--- src/rtl/i2c_slave_pkg.sv ---
// Shared constants for the I2C target: one-hot FSM encodings and ACK/NACK SDA levels.
package i2c_slave_pkg;

  localparam logic [8:0] ST_IDLE     = 9'b000000001;
  localparam logic [8:0] ST_ADDR     = 9'b000000010;
  localparam logic [8:0] ST_ADDR_ACK = 9'b000000100;
  localparam logic [8:0] ST_RX       = 9'b000001000;
  localparam logic [8:0] ST_RX_ACK   = 9'b000010000;
  localparam logic [8:0] ST_TX_LOAD  = 9'b000100000;
  localparam logic [8:0] ST_TX       = 9'b001000000;
  localparam logic [8:0] ST_TX_ACK   = 9'b010000000;
  localparam logic [8:0] ST_TX_DONE  = 9'b100000000;

  // SDA output-enable levels: ACK pulls the line low, NACK leaves it released.
  localparam logic ACK_LVL  = 1'b0;
  localparam logic NACK_LVL = 1'b1;

endpackage

--- src/rtl/i2c_slave_line_filter.sv ---
// Two-flop synchronizer plus a FILTER_LEN-sample glitch filter for one open-drain bus line.
module i2c_line_filter #(
  parameter int FILTER_LEN = 3
) (
  input  logic clk_i,
  input  logic rst_ni,
  input  logic pad_i,
  output logic level_o,
  output logic rise_o,
  output logic fall_o
);

  localparam logic [3:0] CNT_LAST = 4'(FILTER_LEN - 1);

  logic [1:0] sync_q;
  logic [3:0] cnt_q;
  logic       level_q;
  logic       rise_q;
  logic       fall_q;

  // Any sample that agrees with the stable level restarts the run of differing samples.
  always_ff @(posedge clk_i) begin
    if (!rst_ni) begin
      sync_q  <= 2'b11;
      cnt_q   <= '0;
      level_q <= 1'b1;
      rise_q  <= 1'b0;
      fall_q  <= 1'b0;
    end else begin
      sync_q <= {sync_q[0], pad_i};
      rise_q <= 1'b0;
      fall_q <= 1'b0;
      if (sync_q[1] == level_q) begin
        cnt_q <= '0;
      end else if (cnt_q == CNT_LAST) begin
        cnt_q   <= '0;
        level_q <= sync_q[1];
        rise_q  <= sync_q[1];
        fall_q  <= ~sync_q[1];
      end else begin
        cnt_q <= cnt_q + 4'd1;
      end
    end
  end

  assign level_o = level_q;
  assign rise_o  = rise_q;
  assign fall_o  = fall_q;

endmodule

--- src/rtl/i2c_slave.sv ---
// I2C target engine: START/STOP detection, fixed address match, byte receive with ACK,
// and byte transmit with SCL stretching while the application supplies data.
module i2c_slave
  import i2c_slave_pkg::*;
#(
  parameter logic [6:0] SLAVE_ADDR = 7'h50,
  parameter int         FILTER_LEN = 3
) (
  input  logic       clk,
  input  logic       nReset,
  input  logic       ena,
  input  logic       scl_i,
  output logic       scl_o,
  output logic       scl_oen,
  input  logic       sda_i,
  output logic       sda_o,
  output logic       sda_oen,
  input  logic       ack_en,
  output logic [7:0] rx_data,
  output logic       rx_valid,
  output logic       tx_req,
  input  logic [7:0] tx_data,
  input  logic       tx_valid,
  output logic       rw,
  output logic       busy,
  output logic       start_det,
  output logic       stop_det
);

  logic scl_lvl, scl_rise, scl_fall;
  logic sda_lvl, sda_rise, sda_fall;

  i2c_line_filter #(.FILTER_LEN(FILTER_LEN)) u_scl_filter (
    .clk_i(clk), .rst_ni(nReset), .pad_i(scl_i),
    .level_o(scl_lvl), .rise_o(scl_rise), .fall_o(scl_fall)
  );

  i2c_line_filter #(.FILTER_LEN(FILTER_LEN)) u_sda_filter (
    .clk_i(clk), .rst_ni(nReset), .pad_i(sda_i),
    .level_o(sda_lvl), .rise_o(sda_rise), .fall_o(sda_fall)
  );

  logic [8:0] state_q, state_d;
  logic [2:0] bit_cnt_q, bit_cnt_d;
  logic [7:0] shift_q, shift_d;
  logic [7:0] rx_data_q, rx_data_d;
  logic       phase_q, phase_d;
  logic       sda_oen_q, sda_oen_d, scl_oen_q, scl_oen_d;
  logic       rw_q, rw_d, busy_q, busy_d;
  logic       rx_valid_q, rx_valid_d, tx_req_q, tx_req_d;
  logic       start_q, start_d, stop_q, stop_d;
  logic       start_cond, stop_cond;
  logic [7:0] shift_in;

  // A simultaneous SCL edge disqualifies the SDA edge from being a bus condition.
  assign start_cond = sda_fall & scl_lvl & ~scl_rise & ~scl_fall;
  assign stop_cond  = sda_rise & scl_lvl & ~scl_rise & ~scl_fall;
  assign shift_in   = {shift_q[6:0], sda_lvl};

  always_comb begin
    state_d    = state_q;
    bit_cnt_d  = bit_cnt_q;
    shift_d    = shift_q;
    rx_data_d  = rx_data_q;
    phase_d    = phase_q;
    sda_oen_d  = sda_oen_q;
    scl_oen_d  = scl_oen_q;
    rw_d       = rw_q;
    busy_d     = busy_q;
    rx_valid_d = 1'b0;
    tx_req_d   = 1'b0;
    start_d    = 1'b0;
    stop_d     = 1'b0;
    if (!ena) begin
      state_d   = ST_IDLE;
      sda_oen_d = 1'b1;
      scl_oen_d = 1'b1;
      busy_d    = 1'b0;
    end else if (start_cond) begin
      state_d   = ST_ADDR;
      bit_cnt_d = 3'd0;
      phase_d   = 1'b0;
      sda_oen_d = 1'b1;
      scl_oen_d = 1'b1;
      start_d   = 1'b1;
      busy_d    = 1'b1;
    end else if (stop_cond) begin
      state_d   = ST_IDLE;
      sda_oen_d = 1'b1;
      scl_oen_d = 1'b1;
      stop_d    = 1'b1;
      busy_d    = 1'b0;
    end else begin
      case (state_q)
        ST_ADDR: if (scl_rise) begin
          shift_d   = shift_in;
          bit_cnt_d = bit_cnt_q + 3'd1;
          if (bit_cnt_q == 3'd7) begin
            if (shift_q[6:0] == SLAVE_ADDR) begin
              rw_d    = sda_lvl;
              phase_d = 1'b0;
              state_d = ST_ADDR_ACK;
            end else begin
              state_d = ST_IDLE;
            end
          end
        end
        ST_ADDR_ACK: if (scl_fall) begin
          if (!phase_q) begin
            sda_oen_d = ACK_LVL;
            phase_d   = 1'b1;
          end else begin
            sda_oen_d = 1'b1;
            phase_d   = 1'b0;
            if (rw_q) begin
              state_d   = ST_TX_LOAD;
              tx_req_d  = 1'b1;
              scl_oen_d = 1'b0;
            end else begin
              state_d = ST_RX;
            end
          end
        end
        ST_RX: if (scl_rise) begin
          shift_d   = shift_in;
          bit_cnt_d = bit_cnt_q + 3'd1;
          if (bit_cnt_q == 3'd7) begin
            rx_data_d  = shift_in;
            rx_valid_d = 1'b1;
            phase_d    = 1'b0;
            state_d    = ST_RX_ACK;
          end
        end
        ST_RX_ACK: if (scl_fall) begin
          if (!phase_q) begin
            sda_oen_d = ack_en ? ACK_LVL : NACK_LVL;
            phase_d   = 1'b1;
          end else begin
            sda_oen_d = 1'b1;
            phase_d   = 1'b0;
            state_d   = ST_RX;
          end
        end
        // SCL stays stretched low until the application hands over a byte.
        ST_TX_LOAD: if (tx_valid) begin
          shift_d   = tx_data;
          sda_oen_d = tx_data[7];
          scl_oen_d = 1'b1;
          bit_cnt_d = 3'd0;
          state_d   = ST_TX;
        end
        ST_TX: if (scl_fall) begin
          if (bit_cnt_q == 3'd7) begin
            sda_oen_d = 1'b1;
            bit_cnt_d = 3'd0;
            phase_d   = 1'b0;
            state_d   = ST_TX_ACK;
          end else begin
            bit_cnt_d = bit_cnt_q + 3'd1;
            shift_d   = {shift_q[6:0], 1'b0};
            sda_oen_d = shift_q[6];
          end
        end
        ST_TX_ACK: begin
          if (scl_rise) begin
            if (sda_lvl) state_d = ST_TX_DONE;
            else         phase_d = 1'b1;
          end else if (scl_fall && phase_q) begin
            phase_d   = 1'b0;
            state_d   = ST_TX_LOAD;
            tx_req_d  = 1'b1;
            scl_oen_d = 1'b0;
          end
        end
        ST_IDLE, ST_TX_DONE: ;
        default: state_d = ST_IDLE;
      endcase
    end
  end

  always_ff @(posedge clk) begin
    if (!nReset) begin
      state_q    <= ST_IDLE;
      bit_cnt_q  <= 3'd0;
      shift_q    <= 8'h00;
      rx_data_q  <= 8'h00;
      phase_q    <= 1'b0;
      sda_oen_q  <= 1'b1;
      scl_oen_q  <= 1'b1;
      rw_q       <= 1'b0;
      busy_q     <= 1'b0;
      rx_valid_q <= 1'b0;
      tx_req_q   <= 1'b0;
      start_q    <= 1'b0;
      stop_q     <= 1'b0;
    end else begin
      state_q    <= state_d;
      bit_cnt_q  <= bit_cnt_d;
      shift_q    <= shift_d;
      rx_data_q  <= rx_data_d;
      phase_q    <= phase_d;
      sda_oen_q  <= sda_oen_d;
      scl_oen_q  <= scl_oen_d;
      rw_q       <= rw_d;
      busy_q     <= busy_d;
      rx_valid_q <= rx_valid_d;
      tx_req_q   <= tx_req_d;
      start_q    <= start_d;
      stop_q     <= stop_d;
    end
  end

  assign scl_o     = 1'b0;
  assign sda_o     = 1'b0;
  assign scl_oen   = scl_oen_q;
  assign sda_oen   = sda_oen_q;
  assign rx_data   = rx_data_q;
  assign rx_valid  = rx_valid_q;
  assign tx_req    = tx_req_q;
  assign rw        = rw_q;
  assign busy      = busy_q;
  assign start_det = start_q;
  assign stop_det  = stop_q;

endmodule
--- config.mk ---
export PLATFORM = sky130hd
export DESIGN_NAME = i2c_slave
export DESIGN_NICKNAME = d
export VERILOG_FILES = /design/src/rtl/i2c_slave_pkg.sv /design/src/rtl/i2c_slave_line_filter.sv /design/src/rtl/i2c_slave.sv
export SDC_FILE = /design/constraint.sdc
export NUM_CORES = 1
export LEC_CHECK = 0
export CELL_PAD_IN_SITES_DETAIL_PLACEMENT = 0
export CELL_PAD_IN_SITES_GLOBAL_PLACEMENT = 1
export CORE_MARGIN = 5
export CORE_UTILIZATION = 42
export DETAILED_ROUTE_END_ITERATION = 12
export PLACE_DENSITY_LB_ADDON = 0.1
export SETUP_SLACK_MARGIN = 0.4
export SLEW_MARGIN = 20
export SYNTH_ARGS = -nofsm -noshare
export SYNTH_HDL_FRONTEND = slang
export SYNTH_SLANG_ARGS = --single-unit
export TNS_END_PERCENT = 20
--- constraint.sdc ---
create_clock -name clk -period 2.8 [get_ports clk]
set_clock_uncertainty 0.2 [all_clocks]
set_input_delay 0.56 -clock clk [delete_from_list [all_inputs] [get_ports clk]]
set_output_delay 0.56 -clock clk [all_outputs]
set_load 0.01 [all_outputs]
==> results of run 1 <==
==> area by class of cell <==
class | instances | area share (%)
Inverter | 6 | 0.686
Multi-Input combinational cell | 219 | 46.1
Clock buffer | 7 | 2.63
Clock inverter | 1 | 0.267
Timing Repair Buffer | 52 | 14.4
Sequential cell | 54 | 33.0
Tap cell | 77 | 2.94
==> stage by stage <==
step,power [mW],instances,util (%),setup WS (ns),hold WS [ns]
final,1.29,416,52.6,0.362,0.220
after global routing,1.34,416,52.6,0.266,0.247
after CTS,1.30,414,52.1,0.285,0.223
after detailed placement,0.838,406,50.2,0.0444,0.198
after global placement,0.838,406,50.2,0.0893,0.190
after floorplan,0.811,296,-,0.372,0.186
==> registers in the layout (all words and copies together), names as in the netlist, 2 cells and up <==
name / flops
u_sda_filter.cnt_q: 4
u_scl_filter.sync_q: 2
bit_cnt_q: 3
u_scl_filter.cnt_q: 4
rx_data: 8
u_sda_filter.sync_q: 2
shift_q: 7
state_q: 9
==> cells by family (layout without fill, tap and decap cells) <==
| kind of cell | Yosys count | after routing | share of synthesized area (%) |
|---|---|---|---|
| DFF | 54 | 54 | 40.7 |
| and+or+nand+nor | 126 | 126 | 26.7 |
| AOI/OAI and AO/OA | 54 | 54 | 14.4 |
| other | 1 | 2 | 0.141 |
| muxes | 19 | 19 | 7.17 |
| xor gates and xnor gates | 12 | 12 | 3.96 |
| buffers and inverters | 23 | 66 | 4.05 |
| adders and majority gates | 6 | 6 | 2.83 |
==> where the power goes <==
part / internal, mW / total [mW] / switching [mW]
logic: 0.0266 / 0.0475 / 0.0209
registers: 0.771 / 0.773 / 0.00237
clock network: 0.205 / 0.467 / 0.262
==> cell usage in the layout, fill, tap and decap left out, types with 9 or more instances in the layout <==
cell type | synthesis | final
nor2_1 | 19 | 19
nand2_1 | 25 | 25
clkdlybuf4s50_1 | 0 | 30
o21ai_0 | 10 | 10
nor3b_1 | 9 | 9
dfxtp_1 | 54 | 53
nand3_1 | 15 | 15
buf_4 | 2 | 21
nor2b_1 | 11 | 11
mux2i_1 | 19 | 19
a21oi_1 | 12 | 12
==> worst max-delay path: stages (launching register included) <==
cell      delay [ns]
dfxtp_1         0.32
or4_4           0.57
nor3_4          0.20
a211oi_2        0.09
or3_4           0.39
or4b_1          0.48
a21boi_1        0.12
==> layer usage <==
metal | global-route usage, % | up-vias | part of all wire [%] | wire length [um]
met5 | 0 | - | 0 | 0
met4 | 6.77 | 0 | 2.4 | 152
met3 | 3.59 | 15 | 5.1 | 323
met2 | 26.5 | 64 | 45 | 2890
met1 | 21.8 | 1055 | 47 | 3020
li1 | - | 1148 | - | -
==> final timing paths <==
| kind | endpoint | start | cells after the start |
|---|---|---|---|
| max | bit_cnt_q[2]$_SDFFE_PN0P_ | state_q[8]$_SDFFE_PP0P_ | 6 |
| min | u_sda_filter.sync_q[1]$_SDFF_PN1_ | u_sda_filter.sync_q[0]$_SDFF_PN1_ | 1 |
| max reg2reg | bit_cnt_q[2]$_SDFFE_PN0P_ | state_q[8]$_SDFFE_PP0P_ | 6 |
| min reg2reg | u_sda_filter.sync_q[1]$_SDFF_PN1_ | u_sda_filter.sync_q[0]$_SDFF_PN1_ | 1 |
==> timing repair <==
item,CTS,global route
setup endpoints to repair,9,10
hold buffers,0,0
endpoints found under the hold margin,0,0
gates resized for setup,3,4
pin swaps,0,1
buffers inserted,0,2
==> results_dict.tcl, run 1 <==
set metrics [dict create \
    outcome "finished clean" \
    setup-tns-final_ns 0 \
    synth_top_cell_by_area "dfxtp_1" \
    synth_warnings 0 \
    regToRegSetupSlack_ns 0.36 \
    worst_hold_path_type "reg -> reg" \
    timing.critical_path.arrival_ns 2.49 \
    setup_violations 0 \
    critical_path_start_end_classification "reg -> reg" \
    most_repeated_cell_in_the_gate_level_netlist_after_synthesis "dfxtp_1" \
    cts_inserted_buffers 5 \
    die_width_um 89.5 \
    pwr_density_cell_mw_per_mm2 392 \
    synthesis.area_sq_mm 0.00265 \
    max_cap_viol_count 0 \
    postSynth.asyncResetShare_pct 0 \
    layout.filler_cells 608 \
    multi_input_comb_area_sq_mm 0.00151 \
    antenna_violating_nets_post_route 0 \
    antenna_cells 0 \
    maxSlewViolCount 0 \
    end_kind "flip-flop" \
    synth.top_cells.by_area "dfxtp_1, mux2i_1, nand2_1" \
    grt_overflow_total 0 \
    io-pin-count 33 \
    tightest_slew_ns 0.582 \
    placementRows 29 \
    clkLatencyLatePin_ns 0.31 \
    area.sequential_sq_mm 0.00108 \
    number_of_global_route_vias_before_repair 2148 \
    synth_commonest_cells "dfxtp_1, nand2_1, mux2i_1, nor2_1, nand3_1" \
    routed_via_density 5.49 \
    dr.first_iter.drc_count 130 \
    drc 0 \
    cts.path.max_buffers 2 \
    starting_utilization_of_the_core_area_pct 42.5 \
    ir_worst_vdd_v 0.000263 \
    chipHeight_um 89.5 \
    clkSlewWorstSetupHoldPaths_ns 0.09 \
    syn_inst 295 \
    grt_first_pass_wirelength_um 10200 \
    netlist-cell-type-count 52 \
    dr_total_vias 2282 \
    worst_ep_required_time_ns 2.85 \
    synth_sequential_area_ratio_pct 40.7 \
    synth_enable_flop_cells 0 \
    max_freq_mhz 410 \
    report.final.hold_viol_count 0 \
    final.period_utilization_pct 87.1 \
    final_design_area_no_fill_sq_mm 0.00328 \
    die-area_sq_mm 0.00801 \
    normalized_max_slew_margin_pct 60.9 \
    rsz0062_at_grt "yes" \
    detail_route.wirelength_um 6390 \
    share_of_the_synthesized_area_in_the_top_cell_type_pct 40.7 \
    critical_path.startpoint_type "flip-flop" \
    post_drt_wl_per_cell_um 15.4 \
    core_area_sq_mm 0.00624 \
    synthFlopType "dfxtp_1" \
    global_router_s_overall_resource_usage_pct 16.6 \
    area.growth.synth_to_final_pct 23.7 \
    detailedRoute.firstPassIterationCount 4 \
    antenna_found_initial 0 \
    synth_area_per_cell_sq_um 9.00 \
    layout.nets 359 \
    detailed_place_hpwl_um 4650 \
    largest_net_degree_at_the_start_of_global_routing 32 \
    drive_gt1_share_pct 12.7 \
    clock_tree_from_tritoncts "done" \
    postPlaceCellArea_sq_mm 0.00314 \
    cell_leakage_power_nw 1.27 \
    placement.io_buffers 30 \
    cts_sinks 54 \
    final_period_minus_worst_setup_slack_ns 2.44 \
    htree_num_levels 2 \
    gp_routability_congestion 0.863 \
    cts_root_buf "clkbuf_8" \
    ys_ff_latch 54 \
    crit_fanout 5 \
]
No activity file was read; power rests on OpenSTA's default activity.
==> run 2, diff against run 1 <==
--- a/config.mk
+++ b/config.mk
@@ -10,6 +10,7 @@
 export CORE_MARGIN = 5
 export CORE_UTILIZATION = 42
 export DETAILED_ROUTE_END_ITERATION = 12
+export HOLD_SLACK_MARGIN = 0.06
 export PLACE_DENSITY_LB_ADDON = 0.1
 export SETUP_SLACK_MARGIN = 0.4
 export SLEW_MARGIN = 20
==> results of run 2 <==
The final DEF is identical to that of run 1; final timing and power are the same.
==> run 3, diff against run 2 <==
--- a/config.mk
+++ b/config.mk
@@ -5,13 +5,15 @@
 export SDC_FILE = /design/constraint.sdc
 export NUM_CORES = 1
 export LEC_CHECK = 0
+export CAP_MARGIN = 15
 export CELL_PAD_IN_SITES_DETAIL_PLACEMENT = 0
 export CELL_PAD_IN_SITES_GLOBAL_PLACEMENT = 1
 export CORE_MARGIN = 5
 export CORE_UTILIZATION = 42
 export DETAILED_ROUTE_END_ITERATION = 12
-export HOLD_SLACK_MARGIN = 0.06
+export HOLD_SLACK_MARGIN = 0.02
 export PLACE_DENSITY_LB_ADDON = 0.1
+export REMOVE_ABC_BUFFERS = 1
 export SETUP_SLACK_MARGIN = 0.4
 export SLEW_MARGIN = 20
 export SYNTH_ARGS = -nofsm -noshare
==> results_dict.tcl, run 3 (same netlist as run 1, synthesis figures left out) <==
set metrics [dict create \
    detailed_place_hpwl_um 4700 \
    htree_num_levels 2 \
    layout.cells.most_common "dfxtp_1" \
    worstHoldEndpoint "u_scl_filter.sync_q[1]$_SDFF_PN1_" \
    post_drt_wl_per_cell_um 15.4 \
    chipHeight_um 89.5 \
    detail_route.wirelength_um 6490 \
    clkSlewWorstSetupHoldPaths_ns 0.11 \
    final_design_area_no_fill_sq_mm 0.00333 \
    die_width_um 89.5 \
    cts_root_buf "clkbuf_8" \
    postPlaceCellArea_sq_mm 0.00313 \
    antenna_cells 0 \
    maxSlewViolCount 0 \
    placementRows 29 \
    layout.nets 364 \
    clock_tree_from_tritoncts "done" \
    pwr_density_cell_mw_per_mm2 406 \
    final_cell_mix "dfxtp_1, clkdlybuf4s50_1, buf_4" \
    antenna_found_initial 0 \
    number_of_global_route_vias_before_repair 2189 \
    utilization_pct 53.4 \
    final_period_minus_worst_setup_slack_ns 2.57 \
    antenna_violating_nets_post_route 0 \
    clkLatencyLatePin_ns 0.31 \
    post-place-ws_ns -0.0807 \
    cts.path.max_buffers 2 \
    worst_hold_path_type "reg -> reg" \
    dr.first_iter.drc_count 92 \
    dr_total_vias 2314 \
    worst_ep_required_time_ns 2.85 \
    max_freq_mhz 389 \
    placement.io_buffers 30 \
    detailedRoute.firstPassIterationCount 4 \
    timing.critical_path.arrival_ns 2.62 \
    r2r-end "bit_cnt_q[2]$_SDFFE_PN0P_" \
    cts_sinks 54 \
    crit_fanout 5 \
    io-pin-count 33 \
    critical_path_start_end_classification "reg -> reg" \
    ir_worst_vdd_v 0.000288 \
    cts_inserted_buffers 5 \
    final.period_utilization_pct 91.8 \
    worst_slack_ns 0.231 \
    end_kind "flip-flop" \
    drc 0 \
    rsz0062_at_grt "yes" \
    grt_first_pass_wirelength_um 10600 \
    layout.filler_cells 610 \
    worst-r2r-cell-count 7 \
    die-area_sq_mm 0.00801 \
    setup_violations 0 \
    area.growth.synth_to_final_pct 25.6 \
    largest_net_degree_at_the_start_of_global_routing 32 \
    drive_gt1_share_pct 14.8 \
    largest_register_ff_count 9 \
    cell_leakage_power_nw 1.30 \
    timing.rr.start "state_q[4]$_SDFFE_PP0P_" \
    hold_path_startpoint "u_scl_filter.sync_q[0]$_SDFF_PN1_" \
    critical_path.startpoint_type "flip-flop" \
    setup-tns-final_ns 0 \
    global_router_s_overall_resource_usage_pct 17.2 \
    regToRegSetupSlack_ns 0.23 \
    grt_overflow_total 0 \
    regMostFlops "state_q" \
    starting_utilization_of_the_core_area_pct 42.5 \
    core_area_sq_mm 0.00624 \
    outcome "finished clean" \
    finalPower_mw 1.35 \
    gp_routability_congestion 0.821 \
    routed_via_density 5.50 \
    report.final.hold_viol_count 0 \
    worstHoldPathCells 1 \
    max_cap_viol_count 0 \
]
-- run 3: changes by cell type in the layout (fill, tap and decap cells not counted), sizes merged --
cell and delta:
clkinv +1, clkbuf -2, bufinv +1, buf +5
-- run 3: layer usage --
metal | share of wire [%] | global-route usage, % | wire length [um]
met5 | 0 | 0 | 0
met4 | 3.0 | 8.66 | 195
met3 | 6.2 | 5.07 | 404
met2 | 44 | 26.1 | 2890
met1 | 46 | 22.3 | 3000
-- run 3: timing repair --
item,in CTS,in global routing
resized for setup,9,2
hold buffers,0,0
setup buffers,3,2
pin swaps,4,1
setup endpoints to repair,9,22
-- run 3: how the worst max path moves through the flow --
| stage | cells after the start | slack (ns) | to | startpoint |
|---|---|---|---|---|
| after CTS | 7 | 0.28 | bit_cnt_q[2]$_SDFFE_PN0P_ | state_q[3]$_SDFFE_PP0P_ |
| after global placement | 5 | 0.01 | shift_q[4]$_SDFFE_PN0P_ | tx_valid |
| after floorplan | 6 | -0.05 | shift_q[0]$_SDFFE_PN0P_ | state_q[5]$_SDFFE_PP0P_ |
| after global routing | 7 | 0.15 | bit_cnt_q[2]$_SDFFE_PN0P_ | state_q[4]$_SDFFE_PP0P_ |
| after detailed placement | 5 | -0.08 | shift_q[5]$_SDFFE_PN0P_ | tx_valid |
| final | 7 | 0.23 | bit_cnt_q[2]$_SDFFE_PN0P_ | state_q[4]$_SDFFE_PP0P_ |
-- run 3: critical path, cell delays in order (launching register included) --
cell and delay, ns:
dfxtp_2 0.36, nor4_1 0.38, and3_1 0.31, a211oi_2 0.11, buf_4 0.16, or3_4 0.40, or4b_1 0.48, a21boi_1 0.13
-- run 3: final cells by class --
cell class | instances | area [sq um] | area share, %
clock buffers | 5 | 68.8 | 2.06
clock inverters | 3 | 47.5 | 1.43
inverters | 6 | 22.5 | 0.675
multi-input cells | 219 | 1510 | 45.2
flip-flops and latches | 54 | 1090 | 32.6
well taps | 77 | 96.3 | 2.89
repair buffers | 57 | 507 | 15.2
-- run 3: metrics by stage --
stage	cells	hold slack [ns]
after floorplan	279	0.186
after global placement	408	0.191
after detailed placement	408	0.194
after CTS	419	0.221
after global routing	421	0.256
final	421	0.218
-- run 3: power by group --
| group | internal [mW] | switching (mW) | total (mW) | leakage (nW) |
|---|---|---|---|---|
| sequential | 0.771 | 0.00233 | 0.773 | 0.438 |
| combinational | 0.0248 | 0.0204 | 0.0453 | 0.799 |
| clock | 0.271 | 0.264 | 0.536 | 0.0587 |
